**src/rtl/pipeline_hazard_ctrl.sv**
```systemverilog
// Decode-side hazard scheduler: EX/MEM/WB destination scoreboard, issue/stall/squash, forward selects, halt drain and statistics.
// Build option: define FORWARDING_EN to forward EX/MEM results and stall only on load-use.
module pipeline_hazard_ctrl #(
  parameter int REGISTERWIDTH = 5,
  parameter int CNTWIDTH      = 32
) (
  input  logic                     clk,
  input  logic                     rst_n,
  input  logic                     id_valid,
  input  logic [REGISTERWIDTH-1:0] id_rs,
  input  logic [REGISTERWIDTH-1:0] id_rt,
  input  logic                     id_use_rs,
  input  logic                     id_use_rt,
  input  logic [REGISTERWIDTH-1:0] id_rd,
  input  logic                     id_reg_write,
  input  logic                     id_is_load,
  input  logic                     id_halt,
  input  logic                     ex_branch_taken,
  output logic                     stall,
  output logic                     issue,
  output logic [1:0]               fwd_a,
  output logic [1:0]               fwd_b,
  output logic                     halted,
  output logic [CNTWIDTH-1:0]      stall_count,
  output logic [CNTWIDTH-1:0]      hazard_count,
  output logic [CNTWIDTH-1:0]      cycle_count
);

  logic                     ex_v_q, ex_v_d, ex_wr_q, ex_wr_d, ex_halt_q, ex_halt_d;
  logic                     ex_ld_q, ex_ld_d;
  logic [REGISTERWIDTH-1:0] ex_rd_q, ex_rd_d;
  logic                     mem_v_q, mem_v_d, mem_wr_q, mem_wr_d, mem_halt_q, mem_halt_d;
  logic [REGISTERWIDTH-1:0] mem_rd_q, mem_rd_d;
  logic                     wb_halt_q, wb_halt_d;
  logic                     halted_q, halted_d;
  logic                     halt_seen_q, halt_seen_d;
  logic                     stalled_q, stalled_d;
  logic [1:0]               fwd_a_q, fwd_a_d, fwd_b_q, fwd_b_d;
  logic [CNTWIDTH-1:0]      stall_count_q, stall_count_d;
  logic [CNTWIDTH-1:0]      hazard_count_q, hazard_count_d;
  logic [CNTWIDTH-1:0]      cycle_count_q, cycle_count_d;

  logic ex_a, ex_b, mem_a, mem_b, hazard;

  function automatic logic hit(input logic v, input logic wr,
                               input logic [REGISTERWIDTH-1:0] rd,
                               input logic [REGISTERWIDTH-1:0] src, input logic use_src);
    return use_src & v & wr & (rd != '0) & (rd == src);
  endfunction

  // WB is never a hazard source because the register file is write-first.
  always_comb begin
    ex_a  = hit(ex_v_q, ex_wr_q, ex_rd_q, id_rs, id_use_rs);
    ex_b  = hit(ex_v_q, ex_wr_q, ex_rd_q, id_rt, id_use_rt);
    mem_a = hit(mem_v_q, mem_wr_q, mem_rd_q, id_rs, id_use_rs);
    mem_b = hit(mem_v_q, mem_wr_q, mem_rd_q, id_rt, id_use_rt);
`ifdef FORWARDING_EN
    hazard = ex_ld_q & (ex_a | ex_b);
`else
    hazard = ex_a | ex_b | mem_a | mem_b;
`endif
    stall  = id_valid & hazard & ~ex_branch_taken & ~halt_seen_q;
    issue  = id_valid & ~stall & ~ex_branch_taken & ~halt_seen_q;
    halted = halted_q | wb_halt_q;
  end

  always_comb begin
    ex_v_d     = issue;
    ex_rd_d    = issue ? id_rd : '0;
    ex_wr_d    = issue & id_reg_write;
    ex_ld_d    = issue & id_is_load;
    ex_halt_d  = issue & id_halt;
    mem_v_d    = ex_v_q;
    mem_rd_d   = ex_rd_q;
    mem_wr_d   = ex_wr_q;
    mem_halt_d = ex_v_q & ex_halt_q;
    wb_halt_d  = mem_v_q & mem_halt_q;
    halted_d   = halted;
    halt_seen_d = halt_seen_q | (issue & id_halt);
    stalled_d  = stall;
    fwd_a_d    = 2'b00;
    fwd_b_d    = 2'b00;
`ifdef FORWARDING_EN
    if (issue) begin
      fwd_a_d = ex_a ? 2'b01 : (mem_a ? 2'b10 : 2'b00);
      fwd_b_d = ex_b ? 2'b01 : (mem_b ? 2'b10 : 2'b00);
    end
`endif
    stall_count_d  = stall_count_q;
    hazard_count_d = hazard_count_q;
    cycle_count_d  = cycle_count_q;
    if (stall && stall_count_q != '1)
      stall_count_d = stall_count_q + CNTWIDTH'(1);
    // A stalled instruction still counts once when it finally issues.
    if (issue && (ex_a || ex_b || mem_a || mem_b || stalled_q) && hazard_count_q != '1)
      hazard_count_d = hazard_count_q + CNTWIDTH'(1);
    if (!halted && cycle_count_q != '1)
      cycle_count_d = cycle_count_q + CNTWIDTH'(1);
  end

  always_ff @(posedge clk or negedge rst_n) begin
    if (!rst_n) begin
      ex_v_q <= 1'b0; ex_rd_q <= '0; ex_wr_q <= 1'b0; ex_ld_q <= 1'b0; ex_halt_q <= 1'b0;
      mem_v_q <= 1'b0; mem_rd_q <= '0; mem_wr_q <= 1'b0; mem_halt_q <= 1'b0;
      wb_halt_q      <= 1'b0;
      halted_q       <= 1'b0;
      halt_seen_q    <= 1'b0;
      stalled_q      <= 1'b0;
      fwd_a_q        <= 2'b00;
      fwd_b_q        <= 2'b00;
      stall_count_q  <= '0;
      hazard_count_q <= '0;
      cycle_count_q  <= '0;
    end else begin
      ex_v_q <= ex_v_d; ex_rd_q <= ex_rd_d; ex_wr_q <= ex_wr_d; ex_ld_q <= ex_ld_d; ex_halt_q <= ex_halt_d;
      mem_v_q <= mem_v_d; mem_rd_q <= mem_rd_d; mem_wr_q <= mem_wr_d; mem_halt_q <= mem_halt_d;
      wb_halt_q      <= wb_halt_d;
      halted_q       <= halted_d;
      halt_seen_q    <= halt_seen_d;
      stalled_q      <= stalled_d;
      fwd_a_q        <= fwd_a_d;
      fwd_b_q        <= fwd_b_d;
      stall_count_q  <= stall_count_d;
      hazard_count_q <= hazard_count_d;
      cycle_count_q  <= cycle_count_d;
    end
  end

  assign fwd_a        = fwd_a_q;
  assign fwd_b        = fwd_b_q;
  assign stall_count  = stall_count_q;
  assign hazard_count = hazard_count_q;
  assign cycle_count  = cycle_count_q;

endmodule
```
**config.mk**
```make
export PLATFORM = sky130hd
export DESIGN_NAME = pipeline_hazard_ctrl
export DESIGN_NICKNAME = d
export VERILOG_FILES = /design/src/rtl/pipeline_hazard_ctrl.sv
export SDC_FILE = /design/constraint.sdc
export NUM_CORES = 1
export LEC_CHECK = 0
export CAP_MARGIN = 10
export CORE_MARGIN = 2
export CORE_UTILIZATION = 50
export CTS_CLUSTER_DIAMETER = 40
export DETAILED_ROUTE_END_ITERATION = 8
export GPL_TIMING_DRIVEN = 1
export MAX_ROUTING_LAYER = met4
export PLACE_DENSITY = 0.87
export SYNTH_ARGS = -nofsm -noshare
export SYNTH_HDL_FRONTEND = slang
export SYNTH_SLANG_ARGS = --single-unit
```
**constraint.sdc**
```tcl
create_clock -name clk -period 3.01 [get_ports clk]
set_input_delay 0.4515 -clock clk [delete_from_list [all_inputs] [get_ports clk]]
set_output_delay 0.4515 -clock clk [all_outputs]
set_load 0.01 [all_outputs]
```
==> metrics <==
CP Max Fanout 3; power spent charging and discharging nets 0.000916 W; commonest cells after routing, fill and taps aside sky130_fd_sc_hd__clkdlybuf4s50_1, sky130_fd_sc_hd__dfrtp_1, sky130_fd_sc_hd__xnor2_1, sky130_fd_sc_hd__xor2_1, sky130_fd_sc_hd__nand2_1; final sum of negative setup slack 0 ns; ys async rst share 100%; post-detailed-routing wire length 12.7 mm; gate count of the mapped netlist 516; clock insertion delay at the later pin of the skew report 0.50 ns; DRC violation total after the first TritonRoute iteration 267; unrepaired setup endpoints after global routing false; Main synth FF type sky130_fd_sc_hd__dfrtp_1; relative max-transition margin 46.6%; global-route wire length before repair 20.8 mm; sequential-to-total area share from yosys stat 52.4%; layout overhead on the synthesized area 34.8%; remaining number of nets flagged by the antenna check after routing 0; clock period minus final worst setup slack 2.91 ns; P_leak 3.46 nW; part of the power in combinational logic 9.1%; Clk network pwr share 46.8%; count of maximum capacitance violations 0; clock buffer count from CTS 17; Seq cells post-synth 116; antenna violations before repair 0; switching part of the total 23.4%; final number of setup-violating endpoints 0; post-synthesis area per instance 10.7 um2; clock tree root buffer cell sky130_fd_sc_hd__clkbuf_8; leading post-synthesis cells by cell area sky130_fd_sc_hd__dfrtp_1, sky130_fd_sc_hd__xnor2_1, sky130_fd_sc_hd__xor2_1; global-route total usage across every layer 23.0%; endpoint kind of the worst setup timing path output pin; class of the most critical hold timing path in2async; library cell with the largest summed area after synthesis sky130_fd_sc_hd__dfrtp_1; share of the synthesized area in the top cell type 52.4%; First-pass DRT Iterations 4; hold buffer count at CTS 0; pin count of the biggest net entering global routing 62; DRC violation count after routing 0; Critical Path RT 2.56 ns; clock-pin slew reported for the worst setup and hold paths after clock tree synthesis 0.05 ns; warnings from Yosys 0; data arrival time of the critical path 2.46 ns; number of enable-type register cells in the synthesized netlist 0; largest vdd supply drop 0.000328 V; Layout Skew 0.0176 ns; smallest setup slack after layout 0.102 ns; vias after detailed routing 4,296; instance area at placement 6900 um2; status completed; number of rows in the core area 38; CTS tree done; Port Buffer Count 121; share of final-layout standard cells stronger than drive strength 1 10.8%; via count of the first global-routing pass 4,398; Final #Nets 679; Synth Cell Area 5540 um2; core area 10,800 um2; distinct cell type count of the synthesized netlist 44; Overflow after GRT 0; pwr/cell area 523 nW/um2; clock tree sinks 116; Power Internal 0.00299 W; Post-Place Setup Slack 0.0755 ns; IO Count 127; final critical-path share of the clock period 96.6%; transition at the pin with the smallest max-transition slack 0.799 ns; area of all placed cells without fillers 7470 um2; Max Root-Sink Buffers 2; CP Launch Type register; routed wire length per instance 15.8 um; critical path class reg2out; initial core utilization 51.1%; Vias per Instance 5.34; Clock H-tree levels 4; GPL Wtd Cong 0.871; f_max 344 MHz; worst setup path start mem_rd_q[0]$_DFF_PN0_; Sequential Power Share 44.1%; fillcell total 784; Reg2Reg Launch Point stall_count[0]$_DFFE_PN0P_; max-slew violations 0; Vert. Die Dim 109 um; most frequent standard cell in the layout excluding fill and tap cells sky130_fd_sc_hd__clkdlybuf4s50_1; die outline area 11,900 um2; x dimension of the die 109 um; detailed placer's ending HPWL 9.19 mm; final number of hold-violating endpoints 0; number of antenna repair diodes 0
## logic make-up (layout without fill, tap and decap cells)
kind of cell / after synthesis / count (layout) / share of synthesized area [%]
and+or+nand+nor: 246 / 246 / 24.2
DFF: 116 / 116 / 52.4
xor gates and xnor gates: 111 / 111 / 17.7
buffers and inverters: 28 / 173 / 2.80
AOI/OAI and AO/OA: 8 / 8 / 1.60
adders and majority gates: 3 / 3 / 0.678
muxes: 3 / 3 / 0.610
other: 1 / 4 / 0.0677
## synth_stat cells (all sizes together) (8+ instances only)
cell type  count
xor2          52
nor2          45
nand4         24
nand2         49
nor3          32
inv           12
dfrtp        116
buf           13
nand3         42
and3          20
nor4           8
xnor2         59
## registers in the layout (all words and copies together) (netlist names)
name          count
cycle_count      32
hazard_count     32
stall_count      32
ex_rd_q           5
mem_rd_q          5
ex_halt_q         1
ex_v_q            1
ex_wr_q           1
halt_seen_q       1
halted_q          1
mem_halt_q        1
mem_v_q           1
mem_wr_q          1
stalled_q         1
wb_halt_q         1
## power by group through the flow
stage	combinational (W)	clock [W]	sequential, W
4_1_cts	0.000362	0.00186	0.00172
6_report	0.000356	0.00183	0.00172
3_5_place_dp	0.000359	0	0.00174
5_1_grt	0.000393	0.00194	0.00173
3_3_place_gp	0.000345	0	0.00174
2_1_floorplan	0.000141	0	0.00174
## per-layer routing
metal	share of wire (%)	vias to the layer above	track usage [%]
met5	0	-	-
met1	43	2119	27.9
met2	51	134	37.6
met4	1.5	0	8.95
met3	5.2	19	5.14
li1	-	2024	-
## repair_timing
item                                   CTS  global route
gates resized for setup                  6             0
pin swaps                                2             2
endpoints found under the hold margin    0             0
buffers inserted                         1             1
setup endpoints to repair                2             2
## worst max-delay path, stage by stage (launching register included)
cell,delay [ns]
sky130_fd_sc_hd__dfrtp_1,0.41
sky130_fd_sc_hd__or3_1,0.39
sky130_fd_sc_hd__o311a_1,0.35
sky130_fd_sc_hd__a22oi_4,0.29
sky130_fd_sc_hd__nand2b_4,0.18
sky130_fd_sc_hd__inv_1,0.06
sky130_fd_sc_hd__dlygate4sd2_1,0.28
## cell type report
cell class	instances	area [um2]	share of cell area [%]
Clock buffer	22	473	6.33
Clock inverter	9	78.8	1.06
Tap cell	140	175	2.34
Multi-Input combinational cell	375	2500	33.5
Timing Repair Buffer	130	1290	17.3
Sequential cell	116	2900	38.9
Inverter	12	45.0	0.603
## stage by stage
step                util [%]  total power (W)  hold slack, ns  instances
finish                  68.9          0.00391          0.0130        804
detailed placement      63.7          0.00210           0.370        771
global placement        63.7          0.00209           0.361        771
global route            68.9          0.00406          0.0418        804
CTS                     68.8          0.00394          0.0220        803
floorplan                  -          0.00189           0.156        519
## final timing paths
| check | to | slack, ns | cells past startpoint |
|---|---|---|---|
| max reg2reg | stall_count[1]$_DFFE_PN0P_ | 0.28 | 8 |
| min reg2reg | mem_wr_q$_DFF_PN0_ | 0.40 | 0 |
| min in group clk | mem_wr_q$_DFF_PN0_ | 0.40 | 0 |
| min | mem_rd_q[1]$_DFF_PN0_ | 0.01 | 1 |
| max in group asynchronous | stall_count[30]$_DFFE_PN0P_ | 2.24 | 2 |
| max | stall | 0.10 | 6 |
Note: power is estimated with default switching activity, not from simulation.
==> patch 1: new RTL, same flow settings <==
`mem_rd_q` no longer has a reset.
--- a/src/rtl/pipeline_hazard_ctrl.sv
+++ b/src/rtl/pipeline_hazard_ctrl.sv
@@ -101,7 +101,7 @@
   always_ff @(posedge clk or negedge rst_n) begin
     if (!rst_n) begin
       ex_v_q <= 1'b0; ex_rd_q <= '0; ex_wr_q <= 1'b0; ex_ld_q <= 1'b0; ex_halt_q <= 1'b0;
-      mem_v_q <= 1'b0; mem_rd_q <= '0; mem_wr_q <= 1'b0; mem_halt_q <= 1'b0;
+      mem_v_q <= 1'b0; mem_wr_q <= 1'b0; mem_halt_q <= 1'b0;
       wb_halt_q      <= 1'b0;
       halted_q       <= 1'b0;
       halt_seen_q    <= 1'b0;
@@ -113,7 +113,7 @@
       cycle_count_q  <= '0;
     end else begin
       ex_v_q <= ex_v_d; ex_rd_q <= ex_rd_d; ex_wr_q <= ex_wr_d; ex_ld_q <= ex_ld_d; ex_halt_q <= ex_halt_d;
-      mem_v_q <= mem_v_d; mem_rd_q <= mem_rd_d; mem_wr_q <= mem_wr_d; mem_halt_q <= mem_halt_d;
+      mem_v_q <= mem_v_d; mem_wr_q <= mem_wr_d; mem_halt_q <= mem_halt_d;
       wb_halt_q      <= wb_halt_d;
       halted_q       <= halted_d;
       halt_seen_q    <= halt_seen_d;
@@ -126,6 +126,10 @@
     end
   end
 
+  always_ff @(posedge clk) begin
+    mem_rd_q <= mem_rd_d;
+  end
+
   assign fwd_a        = fwd_a_q;
   assign fwd_b        = fwd_b_q;
   assign stall_count  = stall_count_q;
Formal check against the unedited RTL: no difference found for any inputs over 10 cycles, from zero or initial values and one cycle with rst_n low; that may be too few to reach the edited logic, so the function may still have changed.
==> patch 1 against the unedited design <==
  * Worst setup slack improved by 0.013 ns
  * Via count increased by 8.7%
  * Combinational power increased by 3%
  * Power increased by 3.7%
  * Synthesized cell count increased by 3.1%
  * Sequential cell count unchanged
  * Critical path type unchanged
  * Design area increased by 2.4%
  * First-iteration DRC count increased by 19%
  * Largest power group unchanged
  * Die area increased by 1.4%
  * Synthesized area increased by 1.5%
  * Routed wire length increased by 7.2%
  * Sequential share of layout area decreased by 1.2 points
  * Non-clock buffer count increased by 5
==> patch 1: results (changes against the unedited design) <==
| Metric | Value |
|---|---|
| Rel. slew slack | 0.577 (+0.111) |
| Ranking of synthesized cells by area | dfrtp_1 (49%), xnor2_1 (11%), xor2_1 (5.6%) |
| Vias in the first global route | 4,685 (+6.5%) |
| Leak | 0.00332 uW (-4.0%) |
| Synth top cells by count | dfrtp_1 (111), xnor2_1 (71), nand4_1 (46) |
| Final nets | 698 (+2.8%) |
| Clk_skew | 0.00816 ns (-0.00940 ns) |
| Overall global routing resource usage | 0.245 (+0.0153) |
| Status | completed |
| TritonRoute pass-1 iters | 5 (+1) |
| Max stage delay on crit path | 0.48 ns (+0.07 ns) |
| Dpl cell area | 7040 um2 (+2.0%) |
| Flop2flop setup slack | 0.44 ns (+0.16 ns) |
| Fraction of registers with async set/reset | 0.957 (-0.0431) |
| Critical Path Slowest Stage Cell | clkdlybuf4s50_1 |
| Setup WS pre-CTS | 0.0245 ns (-0.0510 ns) |
| Share of cells above drive strength 1 | 0.0908 (-0.0177) |
| CP arrival | 2.44 ns (-0.02 ns) |
| Drt initial violations | 319 (+19%) |
| Worst vdd rail ir drop | 384 uV (+17%) |
| Hold Crit Class | reg -> reg |
| Total setup buffers inserted after CTS | 0 (-1) |
| Gp weighted congestion | 0.886 (+1.7%) |
| Sequential element share of the synthesized area | 0.512 (-0.0120) |
| CP max FO | 4 (+1) |
| First-pass GRT wire length | 22,500 um (+7.9%) |
-- patch 1: changes by cell type after synthesis, sizes merged, moves of 6 or more --
cell and delta:
nand4 +22, xnor2 +13, nor4 +10, xor2 -16, nand3 -7, and3 +7
nor3 -6, nor2 -16
-- patch 1: cell families (layout without fill, tap and decap cells) --
kind of cell,after synthesis,in the layout,share of synthesized area
buffers and inverters,25,173,0.0211
adders and majority gates,3,3,0.00668
AOI/OAI and AO/OA,15,15,0.0258
other,1,4,0.000667
muxes,7,7,0.0140
DFF,116,116,0.512
and+or+nand+nor,257,257,0.250
xor gates and xnor gates,108,108,0.170
-- patch 1: worst max-delay path by stage --
stage                from    end  slack, ns  depth (start not counted)
6_report       ex_rd_q[0]  stall       0.12                          5
4_1_cts        ex_rd_q[4]  stall       0.07                          6
3_5_place_dp     id_rt[4]  stall       0.02                          7
5_1_grt        ex_rd_q[4]  stall       0.02                          6
3_3_place_gp     id_rt[4]  stall       0.12                          7
2_1_floorplan  ex_rd_q[0]  stall       0.81                          5
-- patch 1: worst register-to-register path, cell delays in order (launching register included) --
cell     delay, ns
dfrtp_1       0.42
ha_1          0.19
nand3_1       0.23
nor4_2        0.63
nand2_1       0.32
nor3_1        0.31
mux2_1        0.35
-- patch 1: timing repair --
| item | CTS | global route |
|---|---|---|
| gates resized for setup | 2 | 1 |
| cloned | 0 | 0 |
| hold buffers | 1 | 0 |
| pin swaps | 0 | 1 |
| hold endpoints to repair | 37 | 0 |
| setup endpoints to repair | 2 | 1 |
-- patch 1: per-stage QoR --
stage,utilization,total power [uW],cells
2_1_floorplan,-,1890,535
3_3_place_gp,0.647,2080,791
3_5_place_dp,0.647,2100,791
4_1_cts,0.702,4080,823
5_1_grt,0.703,4190,823
6_report,0.703,4050,823
-- patch 1: final cells by class --
type	count	area, um2
Fill cell	763	3240
Sequential cell	116	2880
Multi-Input combinational cell	394	2660
Timing Repair Buffer	135	1330
Clock buffer	21	459
Tap cell	140	175
Clock inverter	10	130
Inverter	7	26.3
-- patch 1: routing by layer --
metal | vias up | track usage | routed length [um]
li1 | 2171 | - | -
met3 | 23 | 0.0470 | 709
met2 | 156 | 0.393 | 6950
met1 | 2321 | 0.307 | 5710
met4 | 0 | 0.0986 | 242
met5 | - | - | 0
-- patch 1: power by group --
group	internal, uW	switching, uW
Combinational	207	158
Sequential	1630	81.3
Clock	1310	666
Total	3150	905
==> patch 2: new RTL, same settings <==
Made on the original files. Build with the macro `FORWARDING_EN` defined.
--- a/src/rtl/pipeline_hazard_ctrl.sv
+++ b/src/rtl/pipeline_hazard_ctrl.sv
@@ -1,5 +1,7 @@
 // Decode-side hazard scheduler: EX/MEM/WB destination scoreboard, issue/stall/squash, forward selects, halt drain and statistics.
 // Build option: define FORWARDING_EN to forward EX/MEM results and stall only on load-use.
+`define FORWARDING_EN
+
 module pipeline_hazard_ctrl #(
   parameter int REGISTERWIDTH = 5,
   parameter int CNTWIDTH      = 32
Check against the original RTL: not equivalent (Yosys sat finds a counterexample within 4 cycles, from zero or initial values and one cycle with rst_n low).
==> patch 2 against the unedited design <==
  * Global-route usage is 1.7 points higher
  * Sequential cell count grew 5
  * Synthesized area is 1.8% higher
  * Power is 4.8% higher
  * Sequential share of layout area increased by 0.64 points
  * Routed wire length rose by 5.1%
  * Design area grew 2.6%
  * Worst setup slack worse by 0.018 ns
  * Largest cell class unchanged
  * Highest routed layer unchanged
==> patch 2: results (changes against the unedited design) <==
| Metric | Value |
|---|---|
| TritonRoute pass-1 iters | 5 (+1) |
| Synth Area in Compound Gates | 0.0220 (+0.00594) |
| Max stage delay on crit path | 0.49 ns (+0.08 ns) |
| Worst vdd rail ir drop | 285 uV (-13%) |
| Overall global routing resource usage | 0.247 (+0.0168) |
| Critical Path Slowest Stage Cell | clkdlybuf4s50_1 |
| Clk pwr share | 0.477 (+0.009) |
| Clk_skew | 0.00839 ns (-0.00917 ns) |
| Share of cells above drive strength 1 | 0.0800 (-0.0284) |
| XOR/XNOR Fraction of Synth Area | 0.172 (-0.00439) |
| Ranking of synthesized cells by area | dfrtp_1 (54%), xor2_1 (9.8%), xnor2_1 (7.5%) |
| Flop2flop setup slack | 0.47 ns (+0.19 ns) |
| Status | completed |
| Final nets | 689 (+1.5%) |
| Rel. slew slack | 0.525 (+0.0587) |
| Cell family with most CP delay | buffers and inverters |
| Total setup buffers inserted after CTS | 0 (-1) |
| First-pass GRT wire length | 22,300 um (+7.3%) |
| P_sw | 944 uW (+3.1%) |
| GR met2 Demand/Resource | 0.400 (+0.0239) |
| Dpl cell area | 7090 um2 (+2.7%) |
| Gp weighted congestion | 0.899 (+3.2%) |
| Clk Latency, worst-skew pair | 0.41 ns (-0.09 ns) |
| Synth top cells by count | dfrtp_1 (121), xor2_1 (63), xnor2_1 (48) |
| RR Endpoint | hazard_count[14] |
| HPWL after detailed placement | 9570 um (+4.1%) |
| Sequential element share of the synthesized area | 0.537 (+0.0131) |
| Vias in the first global route | 4,528 (+3.0%) |
| Global Route met3 Usage | 0.0653 (+0.0139) |
| Leak | 0.00347 uW (+0.45%) |
| Routed len/inst | 16.4 um (+3.7%) |
| Mux cell area share after synthesis | 0.00599 (-0.000106) |
## patch 2: cell count changes after synthesis, sizes merged, moves of 4 or more
cell,change
xor2,+11
and3,-7
buf,-10
and4,+9
nand4,+11
nand3,-7
nor3,-8
inv,+4
dfrtp,+5
nand2,-9
xnor2,-11
and2,+12
## patch 2: stage by stage
stage / std cells / utilization / setup slack, ns / hold slack, ns
finish: 815 / 0.701 / 0.0845 / 0.0914
global route: 815 / 0.701 / 0.00152 / 0.150
CTS: 814 / 0.700 / 0.0804 / 0.107
detailed placement: 782 / 0.648 / 0.00553 / 0.365
global placement: 782 / 0.648 / 0.103 / 0.361
floorplan: 516 / - / 0.883 / 0.156
## patch 2: layout make-up
type | count | share of cell area
Inverter | 16 | 0.00783
Multi-Input combinational cell | 374 | 0.329
Tap cell | 140 | 0.0228
Timing Repair Buffer | 132 | 0.172
Sequential cell | 121 | 0.395
Clock buffer | 24 | 0.0615
Clock inverter | 8 | 0.0124
